$ cat config.mk
export PLATFORM = sky130hd
export DESIGN_NAME = z80_sram_arbiter
export DESIGN_NICKNAME = d
export VERILOG_FILES = /design/src/rtl/z80_mem_pkg.sv /design/src/rtl/z80_mreq_detect.sv /design/src/rtl/z80_sram_arbiter.sv
export SDC_FILE = /design/constraint.sdc
export NUM_CORES = 1
export LEC_CHECK = 0
export BUFFER_PORTS_ARGS = -buffer_cell sky130_fd_sc_hd__buf_2
export CORE_MARGIN = 3
export CORE_UTILIZATION = 45
export DETAILED_ROUTE_END_ITERATION = 10
export PLACE_DENSITY = 0.77
export SYNTH_ARGS = -nofsm -noshare
export SYNTH_HDL_FRONTEND = slang
export SYNTH_SLANG_ARGS = --single-unit
$ cat constraint.sdc
create_clock -name clk -period 3.01 [get_ports clk]
set_input_delay 0.4515 -clock clk [delete_from_list [all_inputs] [get_ports clk]]
set_output_delay 0.4515 -clock clk [all_outputs]
set_load 0.1 [all_outputs]
$ cat src/rtl/z80_mem_pkg.sv
// Shared types for the Z80 / video SRAM arbiter: slot FSM encoding and
// the slot counter width.
package z80_mem_pkg;

    typedef enum logic [1:0] {
        ST_IDLE,
        ST_VID,
        ST_CPU
    } state_t;

    localparam int CNT_W = 4;

endpackage

$ cat src/rtl/z80_mreq_detect.sv
// Z80 memory-request front end: catches the falling edge of mreq_n, latches
// the access, and owns cpu_pending / wait_n until the slot retires it.
module z80_mreq_detect #(
    parameter int AW = 19
) (
    input  logic          clk,
    input  logic          reset_n,
    input  logic          cpu_mreq_n,
    input  logic          cpu_rd_n,
    input  logic          cpu_wr_n,
    input  logic          cpu_rfsh_n,
    input  logic [AW-1:0] cpu_addr,
    input  logic [7:0]    cpu_dout,
    input  logic          granted,
    input  logic          done,
    output logic          cpu_pending,
    output logic          cpu_is_wr,
    output logic [AW-1:0] lat_addr,
    output logic [7:0]    lat_dout,
    output logic          cpu_wait_n
);

    logic mreq_l;
    logic start;

    assign start      = !cpu_mreq_n && mreq_l && cpu_rfsh_n && (!cpu_rd_n || !cpu_wr_n);
    assign cpu_wait_n = !cpu_pending;

    always_ff @(posedge clk or negedge reset_n) begin
        if (!reset_n) begin
            mreq_l      <= 1'b1;
            cpu_pending <= 1'b0;
            cpu_is_wr   <= 1'b0;
            lat_addr    <= '0;
            lat_dout    <= '0;
        end else begin
            mreq_l <= cpu_mreq_n;
            if (start) begin
                cpu_is_wr <= !cpu_wr_n;
                lat_addr  <= cpu_addr;
                lat_dout  <= cpu_dout;
            end
            // Once a slot owns the access it always runs to completion.
            if (done)
                cpu_pending <= 1'b0;
            else if (start)
                cpu_pending <= 1'b1;
            else if (cpu_mreq_n && !granted)
                cpu_pending <= 1'b0;
        end
    end

endmodule

$ cat src/rtl/z80_sram_arbiter.sv
// Slot scheduler sharing one async SRAM between the Z80 and video fetch;
// video wins ties but never takes two slots in a row over a waiting CPU.
module z80_sram_arbiter
    import z80_mem_pkg::*;
#(
    parameter int AW      = 19,
    parameter int ACC_CYC = 2
) (
    input  logic          clk,
    input  logic          reset_n,
    input  logic          cpu_mreq_n,
    input  logic          cpu_rd_n,
    input  logic          cpu_wr_n,
    input  logic          cpu_rfsh_n,
    input  logic [AW-1:0] cpu_addr,
    input  logic [7:0]    cpu_dout,
    output logic [7:0]    cpu_di,
    output logic          cpu_wait_n,
    input  logic          vid_req,
    input  logic [AW-1:0] vid_addr,
    output logic [7:0]    vid_data,
    output logic          vid_ack,
    output logic [AW-1:0] sram_a,
    output logic [7:0]    sram_dq_o,
    output logic          sram_dq_oe,
    input  logic [7:0]    sram_dq_i,
    output logic          sram_we_n,
    output logic          sram_oe_n
);

    localparam logic [CNT_W-1:0] LAST = CNT_W'(ACC_CYC - 1);

    state_t             state, nxt;
    logic [CNT_W-1:0]   cnt, cnt_nxt;
    logic               last_vid;
    logic               last, decide, cpu_elig;
    logic               cpu_pending, cpu_is_wr;
    logic [AW-1:0]      lat_addr;
    logic [7:0]         lat_dout;

    z80_mreq_detect #(.AW(AW)) u_mreq (
        .clk         (clk),
        .reset_n     (reset_n),
        .cpu_mreq_n  (cpu_mreq_n),
        .cpu_rd_n    (cpu_rd_n),
        .cpu_wr_n    (cpu_wr_n),
        .cpu_rfsh_n  (cpu_rfsh_n),
        .cpu_addr    (cpu_addr),
        .cpu_dout    (cpu_dout),
        .granted     ((state == ST_CPU) || (nxt == ST_CPU)),
        .done        ((state == ST_CPU) && last),
        .cpu_pending (cpu_pending),
        .cpu_is_wr   (cpu_is_wr),
        .lat_addr    (lat_addr),
        .lat_dout    (lat_dout),
        .cpu_wait_n  (cpu_wait_n)
    );

    always_comb begin
        last     = (state != ST_IDLE) && (cnt == LAST);
        decide   = (state == ST_IDLE) || last;
        // The access being retired this cycle is not a candidate for the next slot.
        cpu_elig = cpu_pending && (state != ST_CPU);
        nxt      = state;
        cnt_nxt  = cnt + 1'b1;
        if (decide) begin
            cnt_nxt = '0;
            if (vid_req && (!cpu_elig || !last_vid))
                nxt = ST_VID;
            else if (cpu_elig)
                nxt = ST_CPU;
            else
                nxt = ST_IDLE;
        end
    end

    always_ff @(posedge clk or negedge reset_n) begin
        if (!reset_n) begin
            state      <= ST_IDLE;
            cnt        <= '0;
            last_vid   <= 1'b0;
            vid_ack    <= 1'b0;
            vid_data   <= '0;
            cpu_di     <= '0;
            sram_a     <= '0;
            sram_dq_o  <= '0;
            sram_dq_oe <= 1'b0;
            sram_we_n  <= 1'b1;
            sram_oe_n  <= 1'b1;
        end else begin
            state   <= nxt;
            cnt     <= cnt_nxt;
            vid_ack <= 1'b0;
            if (decide && nxt == ST_VID)
                last_vid <= 1'b1;
            else if (decide && nxt == ST_CPU)
                last_vid <= 1'b0;
            if (state == ST_VID && last) begin
                vid_data <= sram_dq_i;
                vid_ack  <= 1'b1;
            end
            if (state == ST_CPU && last && !cpu_is_wr)
                cpu_di <= sram_dq_i;
            // Pins are set up for the cycle that nxt/cnt_nxt describe.
            case (nxt)
                ST_VID: begin
                    sram_a     <= vid_addr;
                    sram_oe_n  <= 1'b0;
                    sram_we_n  <= 1'b1;
                    sram_dq_oe <= 1'b0;
                end
                ST_CPU: begin
                    sram_a     <= lat_addr;
                    sram_dq_o  <= lat_dout;
                    sram_oe_n  <= cpu_is_wr;
                    sram_dq_oe <= cpu_is_wr;
                    // Release WE one cycle early so data and address outlive the strobe.
                    sram_we_n  <= !cpu_is_wr || (cnt_nxt == LAST);
                end
                default: begin
                    sram_oe_n  <= 1'b1;
                    sram_we_n  <= 1'b1;
                    sram_dq_oe <= 1'b0;
                end
            endcase
        end
    end

endmodule

* Word-level counts from Yosys, hierarchy flattened
Cells that the tools add are included.
** Storage, ports and cells
- Input port bits :: 61
- Word-level logic and storage cells :: 68
- Flip-flop bits (word level) :: 84
- Output and inout port bits :: 48
** Cells by class
- Reduce and logical (&&, ||, !) cells :: 30
- Muxes and demuxes :: 14
- Eq/ne operators :: 7
- Add/sub/neg operators :: 1
** Operators with widths (count)
- $pmux 19 s2 :: 1
- $logic_and 1x1->1 :: 12
- $eq 4x1->1 const B :: 2
- $logic_not 1->1 :: 8
- $mux 1 :: 8
- $mux 2 :: 3
- $reduce_bool 2->1 :: 3
- $logic_or 1x1->1 :: 5
- $add 4x1->4 const B :: 1
- $eq 2x1->1 const B :: 2
- $eq 2x2->1 const B :: 2
- $mux 4 :: 1
- $reduce_bool 3->1 :: 1
- $logic_not 2->1 :: 1
- $ne 2x2->1 const B :: 1
- $pmux 1 s2 :: 1

* Longest topological paths before layout
Gate-level depths: netlist of run 1.
- Depth after elaboration :: 14
- Depth in mapped cells :: 11
- Mapped depth without buffers :: 9

* Modules after synthesis
From an unflattened synthesis of run 1, not the netlist that was laid out.
** Unflattened totals
- Cell total of the unflattened synthesis :: 256
- Area, all modules :: 3470.8 um^2
** By module, submodules not included
- z80_sram_arbiter :: times used 1, seq. area each 1353.8 um^2, area each 2338.5 um^2, cells an instance 188
- z80_mreq_detect :: times used 1, seq. area each 752.0 um^2, area each 1132.3 um^2, cells an instance 68

* Worst setup path after synthesis of run 1
No wires, ideal clock.
- Kind :: register -> register
- Start point :: reg cnt[1]
- End point :: reg last_vid
- Slack :: 0.665 ns
- Arrival :: 2.224 ns
- Library setup time :: 0.121 ns
- Cell stages (with the launch flop) :: 11
- Required time :: 2.889 ns
- Path through :: dfrtp_1 > inv_1 > ha_1 > or3b_1 > buf_2 > a221oi_1 > ha_1 > buf_2 > buf_4 > o21ai_0 > a22o_1
** On the way
- Longest elaborated chain between the ends :: 7
** RTL lines
- start: declaration :: line z80_sram_arbiter.sv:34 : logic [CNT_W-1:0] cnt, cnt_nxt;
- start signal: assignment :: line z80_sram_arbiter.sv:92 : cnt <= cnt_nxt;
- $eq 4x1->1 * :: line z80_sram_arbiter.sv:60 : last = (state != ST_IDLE) && (cnt == LAST);
- $logic_and 1x1->1 * :: line z80_sram_arbiter.sv:60
- $logic_or 1x1->1 * :: line z80_sram_arbiter.sv:61 : decide = (state == ST_IDLE) || last;
- $mux 2 * :: line z80_sram_arbiter.sv:66 : if (decide) begin
- named net nxt[1] :: line z80_sram_arbiter.sv:33 : state_t state, nxt;
- $eq 2x1->1 or $eq 2x2->1 (tied branches) :: line z80_sram_arbiter.sv:94, z80_sram_arbiter.sv:96
- $logic_and 1x1->1, on equally long branches :: line z80_sram_arbiter.sv:94, z80_sram_arbiter.sv:96
- $mux 1 or $reduce_bool 2->1 (tied branches)
- end signal: assignment :: line z80_sram_arbiter.sv:81 : last_vid <= 1'b0;
- end signal: assignment :: line z80_sram_arbiter.sv:95 : last_vid <= 1'b1;
- end signal: assignment :: line z80_sram_arbiter.sv:97 : last_vid <= 1'b0;
- end: declaration :: line z80_sram_arbiter.sv:35 : logic last_vid;
The timed path passes the listed nets; every way through them passes the cells marked *.
A chain may end at the register's enable or synchronous reset.

* Final worst setup path of run 1
- Start point :: reg cnt[1]
- End point :: reg u_mreq.cpu_pending
** On the way
- Longest elaborated chain between the ends :: 9
** RTL lines
- $eq 4x1->1 :: line z80_sram_arbiter.sv:60
- $logic_and 1x1->1 :: line z80_sram_arbiter.sv:60
- $logic_or 1x1->1 :: line z80_sram_arbiter.sv:61
- $mux 2 :: line z80_sram_arbiter.sv:66
- named net nxt[1] :: line z80_sram_arbiter.sv:33
- $eq 2x2->1 :: line z80_sram_arbiter.sv:50 : .granted ((state == ST_CPU) || (nxt == ST_CPU)),
- $logic_or 1x1->1 :: line z80_sram_arbiter.sv:50
- $logic_not 1->1 :: line z80_mreq_detect.sv:48 : else if (cpu_mreq_n && !granted)
- $logic_and 1x1->1 :: line z80_mreq_detect.sv:48
- $reduce_bool 3->1 (no line)
- end signal: assignment :: line z80_mreq_detect.sv:45 : cpu_pending <= 1'b0;
- end signal: assignment :: line z80_mreq_detect.sv:47 : cpu_pending <= 1'b1;
- end signal: assignment :: line z80_mreq_detect.sv:49 : cpu_pending <= 1'b0;
- end: declaration :: line z80_mreq_detect.sv:16 : output logic cpu_pending,
The timed path passes the listed nets, and every way through them passes these cells.

==> flow_results.xml, run 1 <==
<?xml version="1.0" encoding="UTF-8"?>
<metrics>
  <group name="run_status">
    <metric name="status" unit="">complete, no violations</metric>
  </group>
  <group name="synth">
    <metric name="synth_area" unit="mm²">0.003423</metric>
    <metric name="ys_async_sr_fraction" unit="%">100.0</metric>
    <metric name="synth_top_flop_cell" unit="">dfrtp_1</metric>
    <metric name="ys_seq_area_share" unit="%">61.51</metric>
    <metric name="synth_cell_types" unit="">29</metric>
    <metric name="synthCells" unit="">252</metric>
    <metric name="synth_enable_flop_cells" unit="">0</metric>
    <metric name="synth-warning-count" unit="">0</metric>
    <metric name="ff_latch_count_synth" unit="">84</metric>
    <metric name="net_count_synth" unit="">317</metric>
    <metric name="avgSynthCellArea" unit="µm²">13.58</metric>
  </group>
  <group name="placement">
    <metric name="dp.final_hpwl" unit="mm">4.922</metric>
    <metric name="place.gp.congestion" unit="">0.8088</metric>
    <metric name="place_ws" unit="ps">392.8</metric>
    <metric name="place.port_buffers" unit="">108</metric>
  </group>
  <group name="global_routing">
    <metric name="wire_length_of_the_first_global_routing_pass" unit="mm">11.16</metric>
    <metric name="overflow_left_after_global_routing" unit="">0</metric>
    <metric name="grt_usage" unit="%">16.33</metric>
    <metric name="first_global_vias" unit="">2438</metric>
    <metric name="grt_start_max_net_pins" unit="">85</metric>
    <metric name="grt_antenna_before_repair" unit="">0</metric>
  </group>
  <group name="drt">
    <metric name="drt-initial-drc-count" unit="">62</metric>
    <metric name="vias_per_cell" unit="">4.887</metric>
    <metric name="drc" unit="">0</metric>
    <metric name="drt-pass1-iter-count" unit="">4</metric>
    <metric name="residual_antenna_violating_net_count_after_detailed_routing" unit="">0</metric>
    <metric name="wl" unit="mm">6.749</metric>
    <metric name="route.vias.total" unit="">2282</metric>
    <metric name="post_drt_wl_per_cell" unit="µm">14.45</metric>
  </group>
  <group name="sta">
    <metric name="final_min_period_over_clock_period" unit="%">86.34</metric>
    <metric name="finalSetupViolCount" unit="">0</metric>
    <metric name="setup_slack" unit="ps">411.1</metric>
    <metric name="fin_hold_ws" unit="ps">245.2</metric>
    <metric name="hold_violations" unit="">0</metric>
    <metric name="final_max_slew_viol_count" unit="">0</metric>
    <metric name="finalWorstPathRequiredPeriod" unit="ps">2599</metric>
    <metric name="finalSetupTns" unit="ps">0</metric>
    <metric name="relative_slew_slack" unit="%">32.33</metric>
    <metric name="worst_clock_skew_on_the_final_layout" unit="ps">12.79</metric>
    <metric name="worst-slew-pin-transition" unit="ps">1015</metric>
    <metric name="fmax" unit="GHz">0.3848</metric>
    <metric name="setup_repair_after_global_routing_missed_its_margin" unit="">false</metric>
  </group>
  <group name="final_layout">
    <metric name="drive_above_1_share" unit="%">50.82</metric>
    <metric name="areaGrowthSynthToFinish" unit="%">24.82</metric>
    <metric name="final_common_cell" unit="">buf_2</metric>
    <metric name="nets" unit="">428</metric>
    <metric name="commonest_cells_after_routing_fill_and_taps_aside" unit="">buf_2, dfrtp_1, mux2_2</metric>
    <metric name="antenna_cells_inserted" unit="">0</metric>
  </group>
  <group name="cts">
    <metric name="clockRootBuffer" unit="">clkbuf_8</metric>
    <metric name="ctsHtreeMaxLevel" unit="">3</metric>
    <metric name="clkTransAtPathRegs" unit="ps">90</metric>
    <metric name="cts_setup_buffers" unit="">0</metric>
    <metric name="cts_inserted_buffers" unit="">9</metric>
    <metric name="clock_tree_from_tritoncts" unit="">built</metric>
    <metric name="max-clock-path-buffers" unit="">2</metric>
    <metric name="cts-resized-gates" unit="">0</metric>
    <metric name="postCtsHoldBufs" unit="">0</metric>
    <metric name="clkLatencyLatePin" unit="ps">340</metric>
    <metric name="cts.sink_count" unit="">84</metric>
  </group>
  <group name="die">
    <metric name="die-height" unit="µm">93.22</metric>
    <metric name="die-width" unit="µm">93.22</metric>
    <metric name="io-pin-count" unit="">109</metric>
    <metric name="core_area" unit="mm²">0.007331</metric>
    <metric name="std_cell_rows" unit="">31</metric>
    <metric name="design.die.area" unit="mm²">0.008690</metric>
    <metric name="start_util" unit="%">46.70</metric>
  </group>
  <group name="setup_path">
    <metric name="worst_ep_arrival_time" unit="ps">2860</metric>
    <metric name="largest_fanout_on_the_critical_path" unit="">16</metric>
    <metric name="required" unit="ps">3270</metric>
    <metric name="timing_worst_setup_path_type" unit="">reg -&gt; reg</metric>
    <metric name="end_kind" unit="">register</metric>
    <metric name="critical_path.startpoint_type" unit="">register</metric>
  </group>
  <group name="flow_run">
    <metric name="drv_cap" unit="">0</metric>
  </group>
  <group name="worst_hold_path">
    <metric name="path_class_of_the_lowest_slack_min_delay_path" unit="">in -&gt; reg</metric>
  </group>
</metrics>
==> routing by layer <==
metal  wire (µm)  global-route usage (%)  up-vias  share of wire (%)
met4         104                   7.082        0                1.5
li1            -                       -     1090                  -
met3         401                   4.023       10                5.9
met1        2966                   20.81     1110                 44
met2        3277                   26.44       72                 49
met5           0                       0        -                  0
==> final cells by class <==
class,instances,area [µm²]
fill,621,3058
sequential,84,2106
multi-input combinational,151,1247
timing repair buffer,111,565.5
clock buffer,10,137.6
tap,99,123.9
clock inverter,6,70.07
inverter,6,22.52
==> worst max-delay path: stages, from the launching register on <==
cell	delay (ps)
dfrtp_1	400
inv_1	60
ha_1	150
or3b_1	450
a221oi_1	400
ha_2	270
buf_4	290
inv_1	130
a31oi_1	160
a2bb2oi_1	200
==> final timing paths <==
| check | to | startpoint | cells past startpoint | slack, ps |
|---|---|---|---|---|
| worst min-delay path | u_mreq.mreq_l | cpu_mreq_n | 1 | 250 |
| worst max register to register | u_mreq.cpu_pending | cnt[1] | 9 | 410 |
| worst max-delay path | u_mreq.cpu_pending | cnt[1] | 9 | 410 |
| max in group asynchronous | cnt[1] | reset_n | 1 | 2080 |
| min in group asynchronous | sram_dq_o[3] | reset_n | 1 | 280 |
| worst min register to register | sram_a[16] | sram_a[16] | 2 | 480 |
==> cells by family (layout without fill, tap and decap cells) <==
| logic type | Yosys count | in the layout | synth area share (%) |
|---|---|---|---|
| flops | 84 | 84 | 61.51 |
| mux | 72 | 72 | 22.92 |
| simple gates | 41 | 41 | 5.665 |
| compound gates | 32 | 32 | 5.593 |
| buf+inv | 17 | 133 | 2.339 |
| fa+ha+maj | 4 | 4 | 1.462 |
| xor+xnor | 2 | 2 | 0.5118 |
==> sequential cells by signal (all words and copies together) (netlist names) <==
| register | cells |
|---|---|
| vid_data | 8 |
| vid_ack | 1 |
| sram_dq_o | 8 |
| u_mreq.lat_addr | 19 |
| u_mreq.cpu_is_wr | 1 |
| state | 2 |
| sram_oe_n | 1 |
| u_mreq.mreq_l | 1 |
| u_mreq.cpu_pending | 1 |
| cpu_di | 8 |
| sram_dq_oe | 1 |
| sram_a | 19 |
| sram_we_n | 1 |
| last_vid | 1 |
| u_mreq.lat_dout | 8 |
| cnt | 4 |
==> per-stage QoR <==
step | instances | instance area, µm² | util, %
after detailed placement | 451 | 4065 | 55.45
after floorplan | 252 | 3423 | -
after global placement | 451 | 4065 | 55.45
final | 467 | 4273 | 58.29
after global routing | 467 | 4273 | 58.29
after CTS | 467 | 4273 | 58.29
==> cells in the mapped netlist, types with 2 or more instances <==
cell	instances	area (µm²)
mux2i_1	21	210.2
dfrtp_1	81	2027
inv_1	6	22.52
nor2_1	9	33.78
ha_1	4	50.05
o21ai_0	24	120.1
nand3_1	2	10.01
nor2b_1	2	12.51
buf_4	3	22.52
mux2_2	51	574.3
dfstp_2	3	78.83
buf_2	4	20.02
nand2_1	23	86.33
clkbuf_1	4	15.01
Power of run 1 is not shown: default switching activity piles up to over one toggle a cycle in this logic, so the estimate is an artifact.
==> inputs of run 2 (changes only) <==
- PLACE_DENSITY: 0.77 -> 0.8
- RECOVER_POWER: not set -> 25
- clock period: 3.01 -> 2.3 ns (I/O delays scaled with it)
==> run 2 against run 1 <==
Effect of this change: the run now ends with negative setup slack left; critical endpoint is now sram_dq_o[1]; clock-buffer cell count rose by 1; wire length rose by 2.8%; sequential share of layout area fell by 2.5 points.
==> flow_results.xml, run 2 (synthesized netlist as in run 1, its figures left out) <==
<?xml version="1.0" encoding="UTF-8"?>
<metrics>
  <group name="cts">
    <metric name="cts_inserted_buffers" unit="">9</metric>
    <metric name="cts.sink_count" unit="">84</metric>
    <metric name="clock_tree_from_tritoncts" unit="">built</metric>
    <metric name="clkLatencyLatePin" unit="ps">340</metric>
    <metric name="ctsHtreeMaxLevel" unit="">3</metric>
    <metric name="max-clock-path-buffers" unit="">2</metric>
    <metric name="clkTransAtPathRegs" unit="ps">80</metric>
    <metric name="clockRootBuffer" unit="">clkbuf_8</metric>
  </group>
  <group name="final_layout">
    <metric name="final.fill_count" unit="">614</metric>
    <metric name="nets" unit="">442</metric>
    <metric name="drive_above_1_share" unit="%">53.14</metric>
    <metric name="commonest_cells_after_routing_fill_and_taps_aside" unit="">buf_2, dfrtp_1, mux2_2</metric>
    <metric name="regArea" unit="mm²">0.002106</metric>
    <metric name="multi_input_gate_area" unit="mm²">0.001301</metric>
    <metric name="reg.largest.list" unit="">sram_a (19), u_mreq.lat_addr (19)</metric>
    <metric name="final-instance-count-excl-fill" unit="">481</metric>
    <metric name="areaGrowthSynthToFinish" unit="%">31.40</metric>
    <metric name="design_area" unit="mm²">0.004498</metric>
    <metric name="final_common_cell" unit="">buf_2</metric>
    <metric name="antenna_cells_inserted" unit="">0</metric>
  </group>
  <group name="flow_run">
    <metric name="drv_cap" unit="">0</metric>
  </group>
  <group name="placement">
    <metric name="place_ws" unit="ps">-142.7</metric>
    <metric name="numPlacedInstances" unit="">458</metric>
    <metric name="place.gp.congestion" unit="">0.7997</metric>
    <metric name="placedInstanceArea" unit="mm²">0.004168</metric>
    <metric name="dp.final_hpwl" unit="mm">4.922</metric>
    <metric name="place.port_buffers" unit="">108</metric>
  </group>
  <group name="setup_path">
    <metric name="timing.critical_path.slowest_stage_cell" unit="">or3b_4</metric>
    <metric name="critical_path.startpoint_type" unit="">register</metric>
    <metric name="end_kind" unit="">register</metric>
    <metric name="cp-startpoint" unit="">cnt[1]</metric>
    <metric name="largest_fanout_on_the_critical_path" unit="">6</metric>
    <metric name="critical-path-top-delay-family" unit="">simple AND/OR/NAND/NOR gates</metric>
    <metric name="required" unit="ps">2530</metric>
    <metric name="rrSetupSlack" unit="ps">-1</metric>
    <metric name="cp_cell_sequence" unit="">inv_1, ha_2, or3b_4, buf_6, nand2_2, o21a_1, ha_4, buf_12, buf_12, mux2_2</metric>
    <metric name="critPathCapture" unit="">sram_dq_o[1]</metric>
    <metric name="rr_startpoint" unit="">cnt[1]</metric>
    <metric name="crit_path_frequent_cell" unit="">buf_12</metric>
    <metric name="worst_ep_arrival_time" unit="ps">2530</metric>
    <metric name="worst_path_max_stage_delay" unit="ps">420</metric>
    <metric name="path_buf_inv" unit="">4</metric>
    <metric name="rr_endpoint" unit="">sram_dq_o[1]</metric>
    <metric name="timing_worst_setup_path_type" unit="">reg -&gt; reg</metric>
    <metric name="r2r_cells" unit="">10</metric>
    <metric name="worst-path-stages" unit="">10</metric>
  </group>
  <group name="sta">
    <metric name="finalSetupViolCount" unit="">1</metric>
    <metric name="setup_slack" unit="ps">-1.329</metric>
    <metric name="worst_clock_skew_on_the_final_layout" unit="ps">11.02</metric>
    <metric name="final_max_slew_viol_count" unit="">0</metric>
    <metric name="hold_violations" unit="">0</metric>
    <metric name="final_min_period_over_clock_period" unit="%">100.1</metric>
    <metric name="fmax" unit="GHz">0.4345</metric>
    <metric name="relative_slew_slack" unit="%">37.85</metric>
    <metric name="fin_hold_ws" unit="ps">165.4</metric>
    <metric name="setup_repair_after_global_routing_missed_its_margin" unit="">true</metric>
    <metric name="worst-slew-pin-transition" unit="ps">932.3</metric>
    <metric name="finalWorstPathRequiredPeriod" unit="ps">2301</metric>
  </group>
  <group name="die">
    <metric name="start_util" unit="%">46.70</metric>
    <metric name="die-height" unit="µm">93.22</metric>
    <metric name="std_cell_rows" unit="">31</metric>
    <metric name="io-pin-count" unit="">109</metric>
    <metric name="core_area" unit="mm²">0.007331</metric>
    <metric name="die-width" unit="µm">93.22</metric>
    <metric name="design.die.area" unit="mm²">0.008690</metric>
  </group>
  <group name="drt">
    <metric name="residual_antenna_violating_net_count_after_detailed_routing" unit="">0</metric>
    <metric name="drc" unit="">0</metric>
    <metric name="route.vias.total" unit="">2326</metric>
    <metric name="vias_per_cell" unit="">4.836</metric>
    <metric name="drt-initial-drc-count" unit="">50</metric>
    <metric name="post_drt_wl_per_cell" unit="µm">14.42</metric>
    <metric name="drt-pass1-iter-count" unit="">4</metric>
    <metric name="wl" unit="mm">6.937</metric>
  </group>
  <group name="global_routing">
    <metric name="grt_antenna_before_repair" unit="">0</metric>
    <metric name="first_global_vias" unit="">2388</metric>
    <metric name="grt_usage" unit="%">16.22</metric>
    <metric name="overflow_left_after_global_routing" unit="">0</metric>
    <metric name="grt_start_max_net_pins" unit="">47</metric>
    <metric name="wire_length_of_the_first_global_routing_pass" unit="mm">11.08</metric>
  </group>
  <group name="run_status">
    <metric name="status" unit="">complete, but fails checks</metric>
    <metric name="failed_checks" unit="">negative setup slack</metric>
  </group>
  <group name="worst_hold_path">
    <metric name="path_class_of_the_lowest_slack_min_delay_path" unit="">in -&gt; reg</metric>
  </group>
</metrics>
==> run 2: changes by cell type in the layout (fill, tap and decap cells not counted), sizes merged <==
| cell | before | now |
|---|---|---|
| dlygate4sd3 | 0 | 1 |
| bufinv | 1 | 0 |
| clkinv | 0 | 3 |
| clkinvlp | 3 | 2 |
| buf | 111 | 120 |
| clkbuf | 10 | 15 |
| inv | 8 | 6 |
==> run 2: layout make-up <==
cell class              count  area share [%]
clock buffers              11           3.143
flip-flops and latches     84           46.82
clock inverters             5          0.8345
repair buffers            125           17.02
multi-input cells         151           28.93
inverters                   6          0.5007
well taps                  99           2.754
==> run 2: per-layer routing <==
layer,share of wire (%),vias up,global-route usage [%],wire length (µm)
met2,50,69,27.99,3500
met4,1.2,0,5.861,85
met1,43,1129,19.73,2967
met5,0,-,0,0
met3,5.5,8,3.862,384
li1,-,1120,-,-
==> run 2: worst reg2reg max path: stages (launching register included) <==
cell and delay, ps:
dfrtp_1 390, inv_1 70, ha_2 170, or3b_4 420, buf_6 140, nand2_2 60, o21a_1 170, ha_4 200
buf_12 150, buf_12 110, mux2_2 320
==> run 2: how the worst min path moves through the flow <==
stage,start,to,depth (start not counted)
after floorplan,reset_n,cnt[0],0
after global placement,reset_n,u_mreq.lat_dout[4],1
after detailed placement,reset_n,u_mreq.lat_dout[4],1
after CTS,cpu_mreq_n,u_mreq.mreq_l,1
after global routing,cpu_mreq_n,u_mreq.mreq_l,1
final,cpu_mreq_n,u_mreq.mreq_l,1
==> run 2: what timing repair did <==
item,in CTS,in global routing
setup buffers,0,5
endpoints found under the hold margin,37,0
cloned,0,1
pin swaps,0,1
gates resized for setup,2,14
setup endpoints to repair,30,28
hold buffers,1,0
==> run 2: per-stage QoR <==
step | utilization (%) | setup TNS (ps)
after floorplan | - | 0
after global placement | 56.85 | 0
after detailed placement | 56.85 | -2428
after CTS | 59.65 | 0
after global routing | 61.36 | -365.0
final | 61.36 | -1.329
Power of run 2 is left out for the same reason.
